**src/rtl/lift_call_scheduler.sv**
```systemverilog
// lift_call_scheduler
//   Latches hall-call and cabin-button requests into a per-floor pending mask,
//   picks the next target floor in SCAN (elevator) order and offers it to the
//   motion controller over a valid/ready handshake. The served call is cleared
//   when the controller reports arrival with done.
//
// Optional feature macro: LIFT_SERVED_CNT_EN
//   When defined, adds served_cnt[15:0], a saturating count of completed
//   services. When undefined the port and counter are absent.
//
// Ports:
//   clk, rst_n            clock (rising edge), asynchronous active-low reset
//   hall_vld, hall_floor  one-cycle hall-call strobe and its floor
//   cab_vld, cab_floor    one-cycle cabin-button strobe and its floor
//   car_floor             current car floor from the motion controller
//   tgt_valid, tgt_ready  target offer handshake
//   tgt_floor             offered target floor (stable while tgt_valid)
//   done                  one-cycle arrival pulse for the accepted target
//   pending               registered pending-call mask, bit i = floor i
//   dir_up                current sweep direction, 1 = up
//   busy                  high whenever the scheduler is not idle
//   req_err               one-cycle pulse when an out-of-range request is dropped
//   served_cnt            (LIFT_SERVED_CNT_EN only) completed service count

module lift_call_scheduler #(
  parameter int FLOORS  = 8,
  parameter int FLOOR_W = 3
) (
  input  logic               clk,
  input  logic               rst_n,
  input  logic               hall_vld,
  input  logic [FLOOR_W-1:0] hall_floor,
  input  logic               cab_vld,
  input  logic [FLOOR_W-1:0] cab_floor,
  input  logic [FLOOR_W-1:0] car_floor,
  output logic               tgt_valid,
  input  logic               tgt_ready,
  output logic [FLOOR_W-1:0] tgt_floor,
  input  logic               done,
  output logic [FLOORS-1:0]  pending,
  output logic               dir_up,
  output logic               busy,
  output logic               req_err
`ifdef LIFT_SERVED_CNT_EN
  ,
  output logic [15:0]        served_cnt
`endif
);

  localparam logic [1:0] IDLE      = 2'd0;
  localparam logic [1:0] SELECT    = 2'd1;
  localparam logic [1:0] ISSUE     = 2'd2;
  localparam logic [1:0] WAIT_DONE = 2'd3;

  logic [1:0]         state;
  logic [FLOORS-1:0]  hall_mask;
  logic [FLOORS-1:0]  cab_mask;
  logic [FLOORS-1:0]  clr_mask;
  logic               bad_req;

  logic               have_here;
  logic               have_above;
  logic               have_below;
  logic [FLOOR_W-1:0] above;
  logic [FLOOR_W-1:0] below;
  logic [FLOOR_W-1:0] sel_floor;
  logic               sel_dir_up;
  logic [31:0]        car_ext;

  assign busy    = (state != IDLE);
  assign car_ext = 32'(car_floor);

  // Decoded request/clear masks. Only in-range floors can hit a bit, so an
  // empty mask on a valid strobe marks an out-of-range request.
  always_comb begin
    hall_mask = '0;
    cab_mask  = '0;
    clr_mask  = '0;
    for (int unsigned i = 0; i < FLOORS; i++) begin
      if (hall_vld && hall_floor == FLOOR_W'(i)) hall_mask[i] = 1'b1;
      if (cab_vld && cab_floor == FLOOR_W'(i))   cab_mask[i]  = 1'b1;
      if (state == WAIT_DONE && done && tgt_floor == FLOOR_W'(i)) clr_mask[i] = 1'b1;
    end
    bad_req = (hall_vld && hall_mask == '0) || (cab_vld && cab_mask == '0);
  end

  // SCAN selection: nearest call above (lowest) and below (highest) the car.
  always_comb begin
    have_here  = 1'b0;
    have_above = 1'b0;
    have_below = 1'b0;
    above      = '0;
    below      = '0;
    for (int unsigned i = 0; i < FLOORS; i++) begin
      if (pending[i] && i == car_ext) have_here = 1'b1;
      if (pending[i] && i > car_ext && !have_above) begin
        have_above = 1'b1;
        above      = FLOOR_W'(i);
      end
      if (pending[i] && i < car_ext) begin
        have_below = 1'b1;
        below      = FLOOR_W'(i);
      end
    end

    sel_floor  = car_floor;
    sel_dir_up = dir_up;
    if (have_here) begin
      sel_floor = car_floor;
    end else if (dir_up) begin
      if (have_above) begin
        sel_floor = above;
      end else begin
        sel_floor  = below;
        sel_dir_up = 1'b0;
      end
    end else begin
      if (have_below) begin
        sel_floor = below;
      end else begin
        sel_floor  = above;
        sel_dir_up = 1'b1;
      end
    end
  end

  always_ff @(posedge clk or negedge rst_n) begin
    if (!rst_n) begin
      state     <= IDLE;
      pending   <= '0;
      dir_up    <= 1'b1;
      tgt_valid <= 1'b0;
      tgt_floor <= '0;
      req_err   <= 1'b0;
`ifdef LIFT_SERVED_CNT_EN
      served_cnt <= '0;
`endif
    end else begin
      // Clear is applied after set so a coincident request for the served
      // floor is absorbed by the arrival.
      pending <= (pending | hall_mask | cab_mask) & ~clr_mask;
      req_err <= bad_req;

      case (state)
        IDLE: begin
          if (pending != '0) state <= SELECT;
        end
        SELECT: begin
          if (pending != '0) begin
            tgt_floor <= sel_floor;
            dir_up    <= sel_dir_up;
            tgt_valid <= 1'b1;
            state     <= ISSUE;
          end else begin
            state <= IDLE;
          end
        end
        ISSUE: begin
          if (tgt_ready) begin
            tgt_valid <= 1'b0;
            state     <= WAIT_DONE;
          end
        end
        WAIT_DONE: begin
          if (done) begin
            state <= IDLE;
`ifdef LIFT_SERVED_CNT_EN
            if (served_cnt != 16'hFFFF) served_cnt <= served_cnt + 16'd1;
`endif
          end
        end
        default: state <= IDLE;
      endcase
    end
  end

endmodule

```
**config.mk**
```make
export PLATFORM = sky130hd
export DESIGN_NAME = lift_call_scheduler
export DESIGN_NICKNAME = d
export VERILOG_FILES = /design/src/rtl/lift_call_scheduler.sv
export SDC_FILE = /design/constraint.sdc
export NUM_CORES = 1
export LEC_CHECK = 0
export CAP_MARGIN = 0
export CORE_MARGIN = 5
export CORE_UTILIZATION = 40
export CTS_CLUSTER_DIAMETER = 40
export CTS_CLUSTER_SIZE = 10
export DETAILED_ROUTE_END_ITERATION = 12
export GPL_ROUTABILITY_DRIVEN = 0
export PLACE_DENSITY = 0.67
export SYNTH_ARGS = -nofsm -noshare
export SYNTH_HDL_FRONTEND = slang
export SYNTH_SLANG_ARGS = --single-unit
```
**constraint.sdc**
```tcl
create_clock -name clk -period 2.5 [get_ports clk]
set_input_delay 0.375 -clock clk [delete_from_list [all_inputs] [get_ports clk]]
set_output_delay 0.375 -clock clk [all_outputs]
set_load 0.01 [all_outputs]
```
Yosys cells after proc, flatten, opt, wreduce, memory -nomap -nowiden
Cells that the tools add are included.
{"block": "totals", "register_bits": 16, "in_bits": 15}
{"block": "classes", "n_lt_le_gt_ge": 16, "eq_ne": 35, "n_mux": 77, "bitwise": 5, "reduce_logical": 80}
{"operator": "$logic_and A1 B1 Y1", "n": 58}
{"operator": "$mux W1", "n": 55}
{"operator": "$mux W3", "n": 16}
{"operator": "$eq A3 B3 Y1 const B", "n": 12}
{"operator": "$logic_not A32 Y1", "n": 1}
{"operator": "$eq A3 B2 Y1 const B", "n": 6}
{"operator": "$logic_not A8 Y1", "n": 2}
{"operator": "$or A8 B8 Y8", "n": 2}
{"operator": "$eq A3 B3 Y1 const A", "n": 4}
{"operator": "$gt A3 B3 Y1 const A", "n": 4}
{"operator": "$lt A3 B3 Y1 const A", "n": 4}
{"operator": "$eq A3 B1 Y1 const B", "n": 3}
{"operator": "$logic_not A3 Y1", "n": 3}
{"operator": "$reduce_and A3 Y1", "n": 3}
{"operator": "$and A8 B8 Y8", "n": 1}
{"operator": "$mux W2", "n": 4}
{"operator": "$ne A2 B2 Y1 const B", "n": 4}
{"operator": "$not A8 Y8", "n": 1}
{"operator": "$pmux W2 S4", "n": 1}
{"operator": "$reduce_bool A8 Y1", "n": 1}
{"operator": "$logic_not A1 Y1", "n": 7}
{"operator": "$eq A2 B3 Y1 const A", "n": 2}
{"operator": "$gt A1 B3 Y1 const A", "n": 2}
{"operator": "$gt A2 B3 Y1 const A", "n": 2}
{"operator": "11 further kinds", "n": 15}

Logic depth before layout (Yosys ltp)
{"block": "logic_depth", "word_depth": 27, "depth_mapped": 8}

Least setup slack after synthesis
No wires, ideal clock.
{"block": "synth_timing", "kind": "register to register", "start": "register pending[5]", "end": "register tgt_floor[2]", "arrival_ns": 1.658, "t_required_ns": 2.373, "slack_ns": 0.715, "path_stages_with_launch": 8, "synth_period_minus_slack_ns": 1.785, "path_cell_list": "dfrtp_1 -> buf_2 -> mux4_2 -> and2_1 -> a21oi_2 -> nand2_2 -> a221oi_1 -> nor2_1"}
{"block": "synth_via", "elab_chain_len": 12}
{"item": "from (decl)", "line_no": "40", "source": "output logic [FLOORS-1:0] pending,"}
{"item": "from (signal assigned)", "line_no": "141", "source": "pending <= (pending | hall_mask | cab_mask) & ~clr_mask;"}
{"item": "$logic_and A1 B1 Y1 (2 in a row)", "line_no": "96", "source": "if (pending[i] && i > car_ext && !have_above) begin"}
{"item": "$mux W1", "line_no": "96"}
{"item": "$logic_not A1 Y1", "line_no": "96"}
{"item": "$logic_and A1 B1 Y1", "line_no": "96"}
{"item": "$mux W1", "line_no": "96"}
{"item": "$logic_not A1 Y1", "line_no": "96"}
{"item": "$logic_and A1 B1 Y1", "line_no": "96"}
{"item": "$mux W3 / $mux W1 (equally long branches)", "line_no": "96"}
{"item": "$mux W3 (on tied branches)", "line_no": "118, 111"}
{"item": "$mux W3", "line_no": "110", "source": "end else if (dir_up) begin"}
{"item": "$mux W3", "line_no": "108", "source": "if (have_here) begin"}
{"item": "to (signal assigned)", "line_no": "150", "source": "tgt_floor <= sel_floor;"}
{"item": "to (decl)", "line_no": "38", "source": "output logic [FLOOR_W-1:0] tgt_floor,"}
Parallel ways exist; a longest one is shown, timed or not.
A chain may end at the register's enable or synchronous reset.

Worst setup path after layout
{"block": "layout_timing", "start": "input car_floor[1]", "end": "register tgt_floor[1]"}
{"block": "layout_via", "elab_chain_len": 27}
{"item": "from (decl)", "line_no": "35", "source": "input logic [FLOOR_W-1:0] car_floor,"}
{"item": "$gt A1 B3 Y1", "line_no": "96"}
{"item": "$logic_and A1 B1 Y1", "line_no": "96"}
{"item": "$mux W1", "line_no": "96"}
{"item": "$logic_not A1 Y1", "line_no": "96"}
{"item": "$logic_and A1 B1 Y1", "line_no": "96"}
{"item": "$mux W1", "line_no": "96"}
{"item": "$logic_not A1 Y1", "line_no": "96"}
{"item": "$logic_and A1 B1 Y1", "line_no": "96"}
{"item": "(+11 left out)"}
{"item": "$logic_and A1 B1 Y1", "line_no": "96"}
{"item": "$mux W1", "line_no": "96"}
{"item": "$logic_not A1 Y1", "line_no": "96"}
{"item": "$logic_and A1 B1 Y1", "line_no": "96"}
{"item": "$mux W3 / $mux W1 (equally long branches)", "line_no": "96"}
{"item": "$mux W3 (on tied branches)", "line_no": "118, 111"}
{"item": "$mux W3", "line_no": "110"}
{"item": "$mux W3 *", "line_no": "108"}
Mark *: on every way between the ends. The rest lies on a longest branch, timed or not.

==> results by group <==
Clock network
  • Worst-skew pair later-pin latency: 280 ps
  • CTS sink count: 16
  • Clock transition at path regs: 100 ps
  • Post-CTS setup buffers: 0
  • Cts hold-fix bufs: 0
  • CTS Root Cell: clkbuf_4
  • Num CTS Buffers: 3
  • H-tree depth: 1
  • Clk buf depth: 2
  • CTS tree: built
  • Post-CTS Resized: 0

Synthesis
  • Syn Nets: 168
  • Commonest cells in the synthesized netlist: nand2_1, dfrtp_1, a21oi_1
  • Synth Instances: 153
  • Dominant synthesized flop cell: dfrtp_1
  • Yosys warns: 0
  • Count of cell types in the netlist: 46
  • Ys async rst share: 1.000
  • Sequential area share after synthesis: 0.3197
  • Leading area contributor after synthesis: dfrtp_1
  • Synthesized cell area: 1256 sq um
  • Mapped Avg Cell Area: 8.210 sq um
  • Most numerous cell in the Yosys netlist: nand2_1
  • Post-synth EDFFs: 0
  • Area share of the largest cell type after synthesis: 0.2988
  • Top area cells in the synthesized netlist: dfrtp_1, nand2_1, nand2b_1
  • Seq cells post-synth: 16

Finish
  • Fin nets: 196
  • Filler cell count: 293
  • Layout cells sized above 1: 0.09444
  • Area Growth Syn to Fin: 28.49%
  • Fin area: 1614 sq um
  • Antenna fix cells: 0
  • Fin util: 0.5331

STA
  • Final Hold Vio Count: 0
  • Setup Total Neg Slack: 0 ps
  • Final Skew: 0.4624 ps
  • Period utilization: 0.8742
  • Final setup vio count: 0
  • Max Fclk: 0.4576 GHz
  • Worst-Margin Slew: 742.7 ps
  • RSZ-0062 raised after global routing: no
  • Slew Limit Fails: 0
  • Tmin final: 2185 ps
  • Max-slew headroom: 0.5033

Setup path
  • Setup crit start kind: primary input
  • Crit Path Max Fanout: 12
  • Worst setup EP type: flip-flop
  • Worst setup path class: in -> reg
  • Worst R2R Path Depth: 6
  • Worst Path Required: 2710 ps
  • WP data arrival: 2400 ps

Global route
  • First-pass GRT wire length: 5851 um
  • Grt total ovfl: 0
  • GRT Overall Usage: 0.1706
  • Initial antenna violation count: 0
  • Largest net degree at the start of global routing: 21
  • Vias in the first global route: 1,275

Power and ir drop
  • Clk pwr share: 0.110
  • Sequential power share: 0.389
  • PwrDens: 958.9 nW/um^2
  • Internal: 0.0008774 W
  • Leak: 0.6084 nW
  • Sw frac: 0.4331
  • Comb pwr share: 0.500
  • NetSw: 0.0006703 W
  • Worst IR Drop VDD: 0.5114 mV

Place
  • HPWL reported at the end of detailed placement: 2650 um
  • Placed Area: 1578 sq um
  • Port bufs: 29

Hold path
  • Hold Crit Class: reg -> reg
  • Hold Path Stages: 2

Die
  • Die Height: 66.04 um
  • Initial core utilization: 0.4149
  • Die Area: 4361 sq um
  • Chip Width: 66.04 um
  • IO Count: 30
  • Core area: 3028 sq um
  • Core Rows: 20

Route
  • Routed Antenna Nets: 0
  • WL per Instance: 15.67 um
  • Drt first pass iters: 4
  • Aggregate routed wire length: 3509 um
  • DR DRC count: 0
  • Initial drt markers: 174
  • DR vias: 1,309
  • Drt via density: 5.844

Outcome
  • Outcome: completed

Job
  • Max cap viols: 0
-- routing by layer --
layer  GRT usage  part of all wire
met1      0.2318              0.46
met2      0.2628              0.46
met3     0.03061             0.058
met4     0.07614             0.021
met5           0                 0
-- stage by stage --
| stage | worst slack [ps] | hold slack [ps] | cells | power [W] |
|---|---|---|---|---|
| floorplan | 714.6 | 79.41 | 153 | 0.001012 |
| global placement | 105.8 | 479.7 | 220 | 0.001367 |
| detailed placement | 43.93 | 479.7 | 220 | 0.001374 |
| CTS | 306.9 | 505.8 | 224 | 0.001553 |
| global route | 130.0 | 550.4 | 224 | 0.001671 |
| finish | 314.5 | 504.7 | 224 | 0.001548 |
-- power by group through the flow --
stage,registers (W),logic (W),clock network [W]
final,0.000603,0.000774,0.000171
after global routing,0.000635,0.000849,0.000188
after CTS,0.000598,0.000781,0.000174
after detailed placement,0.000602,0.000772,0
after global placement,0.000603,0.000765,0
after floorplan,0.000529,0.000484,0
-- state kept, by name, indices dropped and copies added, names as in the netlist, named ones only --
name,flops
req_err,1
tgt_floor,3
state,1
dir_up,1
tgt_valid,1
pending,8
-- cells by family after synthesis --
logic type	share of synthesized area
other cells	0.002985
mux	0.05777
flops	0.3197
compound gates	0.2998
simple gates	0.2560
fa+ha+maj	0.008964
buf+inv	0.05478
-- placed cells by master, fill, tap and decap left out, types with 4 or more instances in the layout --
master,n
nor3_1,7
o22ai_1,9
nor2_1,6
nor2b_1,4
buf_4,4
clkdlybuf4s50_1,29
nand2_1,17
nand2b_1,10
mux2i_1,5
inv_1,4
a21oi_1,11
o22a_1,4
dfrtp_1,15
o21ai_0,8
-- layout make-up --
type                    count  area, sq um  area share
inverters                   4        15.01    0.009302
repair buffers             33        320.3      0.1984
flip-flops and latches     16        401.6      0.2488
well taps                  44        55.05     0.03411
clock buffers               4        36.28     0.02248
multi-input cells         123        785.8      0.4868
-- worst paths after layout --
| check | from | end | slack [ps] |
|---|---|---|---|
| setup reg to reg | pending[1]$_DFF_PN0_ | tgt_floor[1]$_DFFE_PN0P_ | 550 |
| min in group asynchronous | rst_n | state[0]$_DFFE_PN0P_ | 530 |
| hold reg to reg | tgt_valid$_DFFE_PN0P_ | tgt_valid$_DFFE_PN0P_ | 500 |
| max in group asynchronous | rst_n | pending[6]$_DFF_PN0_ | 1510 |
| setup / recovery | car_floor[1] | tgt_floor[1]$_DFFE_PN0P_ | 310 |
| hold / removal | tgt_valid$_DFFE_PN0P_ | tgt_valid$_DFFE_PN0P_ | 500 |
-- critical path: stages --
cell             delay (ps)
clkdlybuf4s50_1         600
buf_4                   230
nor2_1                  110
o21ai_0                 150
nand2_1                 160
a2111oi_0               480
o21ai_1                 120
a21oi_1                 170
Power figures use the tool's default switching activity.
==> RTL change, RTL diff (same flow settings) <==
Change the parameter `FLOORS` from 8 to 12.
--- a/src/rtl/lift_call_scheduler.sv
+++ b/src/rtl/lift_call_scheduler.sv
@@ -25,3 +25,3 @@
 module lift_call_scheduler #(
-  parameter int FLOORS  = 8,
+  parameter int FLOORS  = 12,
   parameter int FLOOR_W = 3
Interface: changed (resized pending); port bits go from 30 to 34. The function was not compared with the original's and may differ.
==> RTL change against the original RTL <==
Sequential cell count increased by 4. Setup slack got worse by 0.029 ns. Largest cell class unchanged. Routed wire length is 22% higher. Largest power group unchanged. Synthesized cell count grew 20%. Critical path depth is 1 lower. Design area is 21% higher. Area after synthesis rose by 20%. Die area up 17%. Power increased by 22%. Core utilization increased by 0.25 points.
==> RTL change: results (changes against the original RTL) <==
* Cts bufs inserted at 3 (unchanged)
* Hold Path Class: primary input to asynchronous set/reset pin
* Synth Net Count at 198 (+18%)
* Synth Area in XOR/XNOR at 0% (unchanged)
* Clock-pin slew of the registers on the worst-case setup and hold paths at 0.07 ns (-0.03 ns)
* Most used DFF post-synth: dfrtp_1
* Sequential-to-total area share from yosys stat at 33.4% (+1.4 points)
* Post-DP HPWL at 3360 um (+27%)
* Worst-path fanout max at 12 (unchanged)
* GRT Util Overall at 17.5% (+0.47 points)
* PortBufs at 33 (+14%)
* Status: finished, final reports clean
* H-tree Lvls at 1 (unchanged)
* Ys Warns at 0 (unchanged)
* # fillers at 365 (+25%)
* Post-synthesis mux area share at 3.49% (-2.3 points)
* Regs by FF count: pending x12, tgt_floor x3
* Via density per instance at 5.82 (-0.35%)
* Critical Path AT at 2.40 ns (about the same)
* Antenna diodes at 0 (unchanged)
* Nets@finish at 234 (+19%)
* Reg2Reg Setup Slack at 0.50 ns (-0.05 ns)
* Hold WS at 0.264 ns (-0.240 ns)
* Async set-or-reset flop fraction in the synthesized netlist at 100% (unchanged)
* Slew Limit Fails at 0 (unchanged)
* Seq pwr share at 38.2% (-0.7 points)
* Distinct cell type count of the synthesized netlist at 53 (+15%)
* Clk_lat worst skew at 0.26 ns (-0.02 ns)
* Maximum vdd ir drop at 628 uV (+23%)
* Root Driver: clkbuf_8
* Share of layout cells above drive strength 1 at 11.5% (+2.0 points)
* Post-CTS setup buffers at 0 (unchanged)
* Internal power at 1.12 mW (+28%)
* Drt first pass iters at 4 (unchanged)
* Total wire length at 4290 um (+22%)
* Post-synthesis compound-gate area fraction at 33.2% (+3.2 points)
* DRT antenna net count at 0 (unchanged)
* Clk_skew at 0.00259 ns (+0.00213 ns)
* Vias in the first global route at 1591 (+25%)
* Synth Area in Adders at 0% (-0.90 points)
* Longest Clk Path Bufs at 2 (unchanged)
* Worst slew margin at 64.9% (+15 points)
* Initial antenna violation count at 0 (unchanged)
* Largest net degree at the start of global routing at 20 (-4.8%)
* Synth top area cells: dfrtp_1 32%, nand2_1 5.7%, a21oi_1 5.7%, o21ai_0 4.3%, o21a_1 3.5%
* 1st-iter DRT viols at 168 (-3.4%)
* Synth top cells by count: 23 x nand2_1, 19 x dfrtp_1, 17 x a21oi_1
* Resized Gates After CTS at 0 (unchanged)
* First-pass GRT wire length at 7320 um (+25%)
* Leak at 0.749 nW (+23%)
==> RTL change: layout make-up <==
type	instances	area (um^2)	share of cell area, %
Multi-Input combinational cell	146	922	47.0
Sequential cell	20	502	25.6
Timing Repair Buffer	38	368	18.8
Tap cell	48	60.1	3.06
Clock buffer	3	41.3	2.11
Inverter	10	37.5	1.91
Clock inverter	1	30.0	1.53
==> RTL change: power groups by stage <==
| stage | registers, mW | logic (mW) | clock network, mW |
|---|---|---|---|
| finish | 0.721 | 0.849 | 0.320 |
| CTS | 0.716 | 0.857 | 0.326 |
| global route | 0.748 | 0.931 | 0.342 |
| floorplan | 0.641 | 0.500 | 0 |
| global placement | 0.717 | 0.843 | 0 |
| detailed placement | 0.721 | 0.850 | 0 |
==> RTL change: metal layers <==
metal | GRT usage (%) | wire length, um
met3 | 2.24 | 350
met1 | 22.4 | 1740
met2 | 29.4 | 2110
met5 | 0 | 0
met4 | 7.93 | 90
==> RTL change: metrics by stage <==
step | cells | area [um^2] | setup WS, ns | total power, mW
floorplan | 183 | 1500 | 0.781 | 1.14
finish | 266 | 1960 | 0.285 | 1.89
CTS | 266 | 1960 | 0.313 | 1.90
detailed placement | 262 | 1890 | 0.0565 | 1.57
global route | 266 | 1960 | 0.111 | 2.02
global placement | 262 | 1890 | 0.137 | 1.56
==> RTL change: logic make-up after synthesis <==
logic type             Yosys count
AO/OA/AOI/OAI                   71
AND/OR/NAND/NOR                 69
flip-flops                      20
buffers and inverters           17
multiplexers                     5
other                            1
==> RTL change: critical path, cell delays in order <==
cell and delay (ns):
clkdlybuf4s50_1 0.74, a21boi_1 0.16, o21ai_0 0.40, nand2_1 0.13, o21a_1 0.23, o221a_1 0.26, o21ai_1 0.12
==> RTL change: final timing paths <==
path	startpoint	to	cells past startpoint
min in group clk	tgt_valid$_DFFE_PN0P_	tgt_valid$_DFFE_PN0P_	2
setup reg to reg	pending[5]$_DFF_PN0_	dir_up$_DFFE_PN1P_	6
max in group asynchronous	rst_n	dir_up$_DFFE_PN1P_	2
hold reg to reg	tgt_valid$_DFFE_PN0P_	tgt_valid$_DFFE_PN0P_	2
hold / removal	rst_n	req_err$_DFF_PN0_	1
setup / recovery	car_floor[2]	tgt_floor[0]$_DFFE_PN0P_	7
